**src/rtl/cntn_b.sv**
```systemverilog
`default_nettype none
// +-----------------------------------------------------------------------------+
// | Module : cntn_b                                                              |
// | Desc   : Step-select up/down counter, modulo MAX+1 with wrap pulse; define   |
// |          CNTN_SATURATE_EN to clamp at 0/MAX instead of wrapping.             |
// | Rev    : 1.0 - initial release                                               |
// +-----------------------------------------------------------------------------+
module cntn_b #(
   parameter int WIDTH = 4,
   parameter int MAX   = 2**WIDTH-1,
   parameter int STEP0 = 1,
   parameter int STEP1 = 2
) (
   input  logic             clk,
   input  logic             reset,
   input  logic             en,
   input  logic             x,
   input  logic             dir,
   input  logic             load,
   input  logic [WIDTH-1:0] load_val,
   output logic [WIDTH-1:0] count,
   output logic             wrap,
   output logic             at_max
);

   // Arithmetic runs one bit wider so count+step never overflows, even at MAX=2**WIDTH-1
   localparam logic [WIDTH:0]   c_max   = (WIDTH+1)'(MAX);
   localparam logic [WIDTH-1:0] c_max_w = WIDTH'(MAX);
   localparam logic [WIDTH:0]   c_step0 = (WIDTH+1)'(STEP0);
   localparam logic [WIDTH:0]   c_step1 = (WIDTH+1)'(STEP1);
`ifndef CNTN_SATURATE_EN
   localparam logic [WIDTH:0]   c_mod   = (WIDTH+1)'(MAX + 1);
`endif

   logic [WIDTH-1:0] r_count;
   logic             r_wrap;
   logic [WIDTH:0]   w_cnt_ext;
   logic [WIDTH:0]   w_step;
   logic [WIDTH:0]   w_sum;
   logic [WIDTH-1:0] w_next;
   logic             w_wrap;

   always_comb begin
      w_cnt_ext = {1'b0, r_count};
      w_step    = x ? c_step1 : c_step0;
      w_sum     = w_cnt_ext + w_step;
      w_next    = r_count;
      w_wrap    = 1'b0;
      if (load) begin
         w_next = (load_val > c_max_w) ? c_max_w : load_val;
      end else if (en) begin
         if (!dir) begin
            if (w_sum <= c_max) begin
               w_next = WIDTH'(w_sum);
            end else begin
               w_wrap = 1'b1;
`ifdef CNTN_SATURATE_EN
               w_next = c_max_w;
`else
               w_next = WIDTH'(w_sum - c_mod);
`endif
            end
         end else begin
            if (w_cnt_ext >= w_step) begin
               w_next = WIDTH'(w_cnt_ext - w_step);
            end else begin
               w_wrap = 1'b1;
`ifdef CNTN_SATURATE_EN
               w_next = '0;
`else
               w_next = WIDTH'(w_cnt_ext + c_mod - w_step);
`endif
            end
         end
      end
   end

   always_ff @(posedge clk or negedge reset) begin
      if (!reset) begin
         r_count <= '0;
         r_wrap  <= 1'b0;
      end else begin
         r_count <= w_next;
         r_wrap  <= w_wrap;
      end
   end

   assign count  = r_count;
   assign wrap   = r_wrap;
   assign at_max = (r_count == c_max_w);

endmodule
`default_nettype wire
```
**config.mk**
```make
export PLATFORM = sky130hd
export DESIGN_NAME = cntn_b
export DESIGN_NICKNAME = d
export VERILOG_FILES = /design/src/rtl/cntn_b.sv
export SDC_FILE = /design/constraint.sdc
export NUM_CORES = 1
export LEC_CHECK = 0
export ABC_AREA = 0
export CELL_PAD_IN_SITES_DETAIL_PLACEMENT = 0
export CELL_PAD_IN_SITES_GLOBAL_PLACEMENT = 1
export CORE_MARGIN = 1
export CORE_UTILIZATION = 26
export DETAILED_ROUTE_END_ITERATION = 16
export PLACE_DENSITY = 0.7
export SLEW_MARGIN = 0
export SYNTH_ARGS = -nofsm -noshare
export SYNTH_HDL_FRONTEND = slang
export SYNTH_SLANG_ARGS = --single-unit
export TNS_END_PERCENT = 5
```
**constraint.sdc**
```tcl
create_clock -name clk -period 1.56 [get_ports clk]
set_clock_uncertainty 0.05 [all_clocks]
set_input_delay 0.468 -clock clk [delete_from_list [all_inputs] [get_ports clk]]
set_output_delay 0.468 -clock clk [all_outputs]
set_load 0.02 [all_outputs]
```
==> impl_results.md, run 1 <==
* Critical Path AT at 1760 ps
* Total chip power at 0.0005946 W
* #FFs+latches synth at 5
* DP Wirelength at 896.8 um
* Worst path required time at 1670 ps
* Clk buf depth at 2
* RR Startpoint: count[0]$_DFFE_PN0P_
* Worst Setup End Kind: flop
* Setup crit end: count[1]$_DFFE_PN0P_
* Via count at 445
* Antenna viol nets, final at 0
* Final wirelength at 1153 um
* Period utilization at 105.7%
* Proportion of layout cells with a drive suffix above 1 at 48.75%
* Post-DR vias/cell at 4.635
* DRC at 0
* First drt pass iteration count at 3
* DIE WIDTH at 42.21 um
* Crit Path Class: flop to flop
* Hold-fix buffers, CTS at 0
* Final Util at 52.57%
* CTS tree: yes
* R2r worst-path depth at 7
* CP max stage cell: dfrtp_2
* Peak supply drop at 472.8 uV
* Initial antenna violation count at 0
* Most frequent CP cell: mux2i_1
* Pwr/cell area at 750.8 mW/mm2
* First-pass GRT wire length at 1994 um
* Largest net degree at the start of global routing at 9
* Simple-gate share of the synthesized area at 20.54%
* Number of DRC markers in iteration 0 at 4
* Final GP Congestion at 0.7891
* GRT Resource Usage Total at 15.50%
* Most common cell after layout, fill and taps aside: buf_4
* Clock Root Buffer: clkbuf_4
* # clock sinks at 5
* Critical-path cell list: buf_6, ha_4, inv_2, fa_1, mux2i_1, mux2i_1, a21oi_1
* Post-Synth Adder-Cell Area at 21.43%
* Final Critical Period at 1650 ps
* Post-route setup slack at -89.51 ps
* Fin. Hold Viols at 0
* Largest fanout on the critical path at 2
* Fill cell count at 145
* Core Rows at 14
* R2R Path End: count[1]$_DFFE_PN0P_
* # diodes at 0
* Failing checks: setup timing
* Post-Syn Instances at 47
* Register area share after synthesis at 29.76%
* Congestion Overflow GR at 0
* Multiplexer share of the synthesized area at 7.440%
* Max-Cap Viols at 0
* Critical path startpoint category: flop
* Pleak at 0.3580 nW
* RSZ-0062 raised after global routing: yes
* Yosys synthesis warning count at 0
* Clock H-tree levels at 1
* Core area at 0.001506 mm2
* Initial Util at 27.91%
* Slew Limit Fails at 0
* Clk_lat worst skew at 240 ps
* Count of different cell masters after synthesis at 23
* Wire per inst at 12.01 um
* Relative slew slack at 79.44%
* Largest family of logic cells by synthesized area: adder cells
* Worst Hold Class: input port to async pin
* Syn_area_per_cell at 8.945 um2
* Slew @ Worst Pin at 307.7 ps
* Chip height at 42.21 um
* # IOs at 16
* CTS clock-pin slew for the worst setup and hold paths at 40 ps
* Post-Syn Area at 420.4 um2
* Outcome: finished, violations left
* CP max stage delay at 410 ps
* Port Buf Inserts at 15
* Synth Area in Compound Gates at 12.50%
* Vias in the first global route at 441
* Nets at 97
* Post-synthesis xor/xnor area fraction at 2.083%
* Final setup viols at 4
* Worst Setup SP: count[0]$_DFFE_PN0P_
* Fmax at 606.2 MHz
* Synth-to-Final Area Change at 88.39%
* Total CTS buffers at 3
* R2R Setup Slk at -90 ps
* Synth Net Count at 63
* Area of the die at 0.001782 mm2
* Most frequent cells in the layout: buf_4, clkdlybuf4s50_1, nand2_1, dfrtp_1
sequential cells by signal, summed over array words and instances, names as in the netlist:
| register | cells |
|---|---|
| count | 4 |
| wrap | 1 |
critical path, delay by kind of cell (launching register included):
family | cells | cell delay [ps]
fa+ha+maj | 2 | 550
mux | 2 | 240
buf+inv | 2 | 180
flops | 1 | 410
compound gates | 1 | 150
metal layers:
layer,global-route usage [%],wire length (um),vias up
met3,3.017,46,2
met1,19.24,486,203
li1,-,-,229
met2,25.54,601,11
met4,7.500,18,0
met5,0,0,-
through the flow:
stage,instances,setup TNS (ps),worst slack (ps),area (um2),hold WS [ps]
CTS,96,-485.5,-125.5,765.7,398.3
global route,96,-723.3,-224.3,792.0,403.8
global placement,90,-3307,-741.4,690.7,641.8
floorplan,47,-514.2,-167.7,426.7,122.4
detailed placement,90,-3482,-774.8,690.7,636.4
finish,96,-253.2,-89.51,792.0,398.1
cells by family after synthesis:
group	count (synthesis)
XOR/XNOR	1
buffers and inverters	7
flip-flops	5
AND/OR/NAND/NOR	17
adder cells (fa/ha/maj)	6
AO/OA/AOI/OAI	8
multiplexers	3
what timing repair did:
| action | in CTS | in global routing |
|---|---|---|
| gates cloned | 0 | 0 |
| pin swaps | 7 | 5 |
| resized for setup | 32 | 12 |
| setup buffers | 2 | 0 |
| setup endpoints to repair | 11 | 6 |
area by class of cell:
class                   count  area [um2]  share of cell area, %
well taps                  16       20.02                  2.528
clock buffers               4       26.28                  3.318
repair buffers             30       256.5                  32.39
inverters                   6       25.02                  3.160
multi-input cells          35       337.8                  42.65
flip-flops and latches      5       126.4                  15.96
power by group:
group	leakage (nW)	internal, W	total (W)	switching [W]
clock network	0.0150	0.0000965	0.000147	0.0000503
logic	0.283	0.000152	0.000293	0.000141
registers	0.0603	0.000146	0.000155	0.00000921
cells in the mapped netlist, drive strengths merged:
library cell	number	area share [%]
xor2	1	2.1
or3	1	1.5
nand3	1	1.2
nand4	1	1.5
mux2	1	2.7
a2111oi	1	2.1
nor2	3	2.7
nor3	1	1.2
nand2	5	4.5
mux2i	2	4.8
fa	2	9.5
a21oi	1	1.2
o21ai	3	3.6
nor2b	2	3.0
and2	1	1.5
a31oi	1	1.5
clkbuf	1	0.89
or4	1	1.8
inv	6	5.4
ha	4	12
nor3b	1	1.8
o2111ai	2	4.2
dfrtp	5	30
worst min path at each step:
stage                    startpoint              endpoint  slack (ps)  depth (start not counted)
6_report                      reset  count[3]$_DFFE_PN0P_         400                          1
3_5_place_dp   count[2]$_DFFE_PN0P_  count[2]$_DFFE_PN0P_         640                          3
3_3_place_gp   count[2]$_DFFE_PN0P_  count[2]$_DFFE_PN0P_         640                          3
2_1_floorplan                 reset  count[0]$_DFFE_PN0P_         120                          0
5_1_grt                       reset  count[2]$_DFFE_PN0P_         400                          1
4_1_cts                       reset  count[3]$_DFFE_PN0P_         400                          1
Note: power is estimated with default switching activity, not from simulation.
==> run 2, diff against run 1 <==
PLACE_DENSITY = 0.67   (was 0.7)
==> impl_results.md, run 2 (synthesized netlist as in run 1, its figures left out) <==
* Wire per inst at 12.05 um (+0.36%)
* Area of the die at 0.001782 mm2 (unchanged)
* DIE WIDTH at 42.21 um (unchanged)
* # IOs at 16 (unchanged)
* Total CTS buffers at 3 (unchanged)
* Critical Path AT at 1780 ps (+20 ps)
* DP Wirelength at 896.7 um (about the same)
* Slew Limit Fails at 0 (unchanged)
* CTS tree: yes
* DRC at 0 (unchanged)
* GRT Resource Usage Total at 15.52% (about the same)
* First drt pass iteration count at 3 (unchanged)
* Synth-to-Final Area Change at 77.68%
* Congestion Overflow GR at 0 (unchanged)
* Setup WS pre-CTS at -750.3 ps (+24.48 ps)
* RSZ-0062 raised after global routing: yes
* Period utilization at 107.5% (+1.7 points)
* Pwr/cell area at 763.3 mW/mm2 (+1.7%)
* Number of DRC markers in iteration 0 at 8 (+4)
* Proportion of layout cells with a drive suffix above 1 at 42.86% (-5.9 points)
* First-pass GRT wire length at 2090 um (+4.8%)
* Final wirelength at 1121 um (-2.8%)
* Initial Util at 27.91% (unchanged)
* Slew @ Worst Pin at 259.7 ps (-47.96 ps)
* Fill cell count at 152 (+4.8%)
* Worst path required time at 1660 ps (about the same)
* Most frequent cells in the layout: buf_4, clkdlybuf4s50_1, nand2_1
* Final setup viols at 4 (unchanged)
* Hold-fix buffers, CTS at 0 (unchanged)
* Initial antenna violation count at 0 (unchanged)
* Relative slew slack at 82.69% (+3.2 points)
* # diodes at 0 (unchanged)
* Clk buf depth at 2 (unchanged)
* Final Critical Period at 1677 ps (+27.25 ps)
* Post-DR vias/cell at 4.731 (+2.1%)
* Nets at 94 (-3.1%)
* Final GP Congestion at 0.7473 (-5.3%)
* Most common cell after layout, fill and taps aside: buf_4
* # clock sinks at 5 (unchanged)
* Largest fanout on the critical path at 2 (unchanged)
* Fmax at 596.4 MHz (-1.6%)
* Core area at 0.001506 mm2 (unchanged)
* Clk_lat worst skew at 230 ps (about the same)
* Final Hold Slack at 408.6 ps (+10.53 ps)
* Pleak at 0.3355 nW (-6.3%)
* Post-Layout Cell Count at 93 (-3.1%)
* Failing checks: setup timing
* Crit Path Class: flop to flop
* Antenna viol nets, final at 0 (unchanged)
* Max reg flops at 4 (unchanged)
* Outcome: finished, violations left
* Largest net degree at the start of global routing at 9 (unchanged)
* Vias in the first global route at 477 (+8.2%)
* Via count at 440 (-1.1%)
* Fin. Hold Viols at 0 (unchanged)
* Inst Count DP at 88 (-2.2%)
* Clock H-tree levels at 1 (unchanged)
* Clock Root Buffer: clkbuf_4
* Worst Setup End Kind: flop
* Worst Hold Class: input port to async pin
* Port Buf Inserts at 15 (unchanged)
* Post-route setup slack at -116.8 ps (-27.25 ps)
* Critical path startpoint category: flop
* Peak supply drop at 434.6 uV (-8.1%)
* Max-Cap Viols at 0 (unchanged)
* Core Rows at 14 (unchanged)
* Chip height at 42.21 um (unchanged)
* CTS clock-pin slew for the worst setup and hold paths at 40 ps (about the same)
-- run 2: metrics by stage --
step / instance area (um2) / power, W / TNS, ps / utilization [%]
2_1_floorplan: 426.7 / 0.0002728 / -514.2 / -
3_3_place_gp: 675.6 / 0.0004014 / -3281 / 44.85
3_5_place_dp: 675.6 / 0.0004054 / -3432 / 44.85
4_1_cts: 754.5 / 0.0005799 / -339.4 / 50.08
5_1_grt: 747.0 / 0.0006175 / -674.0 / 49.58
6_report: 747.0 / 0.0005701 / -217.1 / 49.58
-- run 2: area by class of cell --
class | count | area [um2] | share of cell area [%]
multi-input combinational | 35 | 329.1 | 44.05
timing repair buffer | 27 | 220.2 | 29.48
sequential | 5 | 126.4 | 16.92
clock buffer | 4 | 26.28 | 3.518
inverter | 6 | 25.02 | 3.350
tap | 16 | 20.02 | 2.680
-- run 2: where the power goes --
| group | switching (W) | internal, W |
|---|---|---|
| logic | 0.000138 | 0.000136 |
| registers | 0.00000820 | 0.000146 |
| clock network | 0.0000458 | 0.0000962 |
-- run 2: what timing repair did --
action                                  in CTS  in global routing
endpoints found under the setup margin      11                  8
setup buffers                                1                  0
pin swaps                                    4                  1
gates resized for setup                     35                  4
-- run 2: final timing paths --
check                                      from                    to  slack (ps)  cells after the start
max reg2reg                count[0]$_DFFE_PN0P_  count[1]$_DFFE_PN0P_        -120                      7
min                                       reset        wrap$_DFF_PN0_         410                      1
max                        count[0]$_DFFE_PN0P_  count[1]$_DFFE_PN0P_        -120                      7
min in group clk           count[2]$_DFFE_PN0P_  count[2]$_DFFE_PN0P_         650                      3
min reg2reg                count[2]$_DFFE_PN0P_  count[2]$_DFFE_PN0P_         650                      3
max in group asynchronous                 reset  count[0]$_DFFE_PN0P_         840                      1
-- run 2: layer usage --
| layer | track usage, % | share of wire (%) |
|---|---|---|
| met5 | 0 | 0 |
| met4 | 5.625 | 0 |
| met3 | 2.586 | 2.5 |
| met2 | 24.00 | 48 |
| met1 | 21.74 | 50 |
-- run 2: worst max-delay path: stages, from the launching register on --
cell,delay [ps]
dfrtp_2,410
buf_6,120
ha_4,150
inv_2,50
fa_2,420
mux2i_1,170
mux2i_1,100
a21oi_1,130
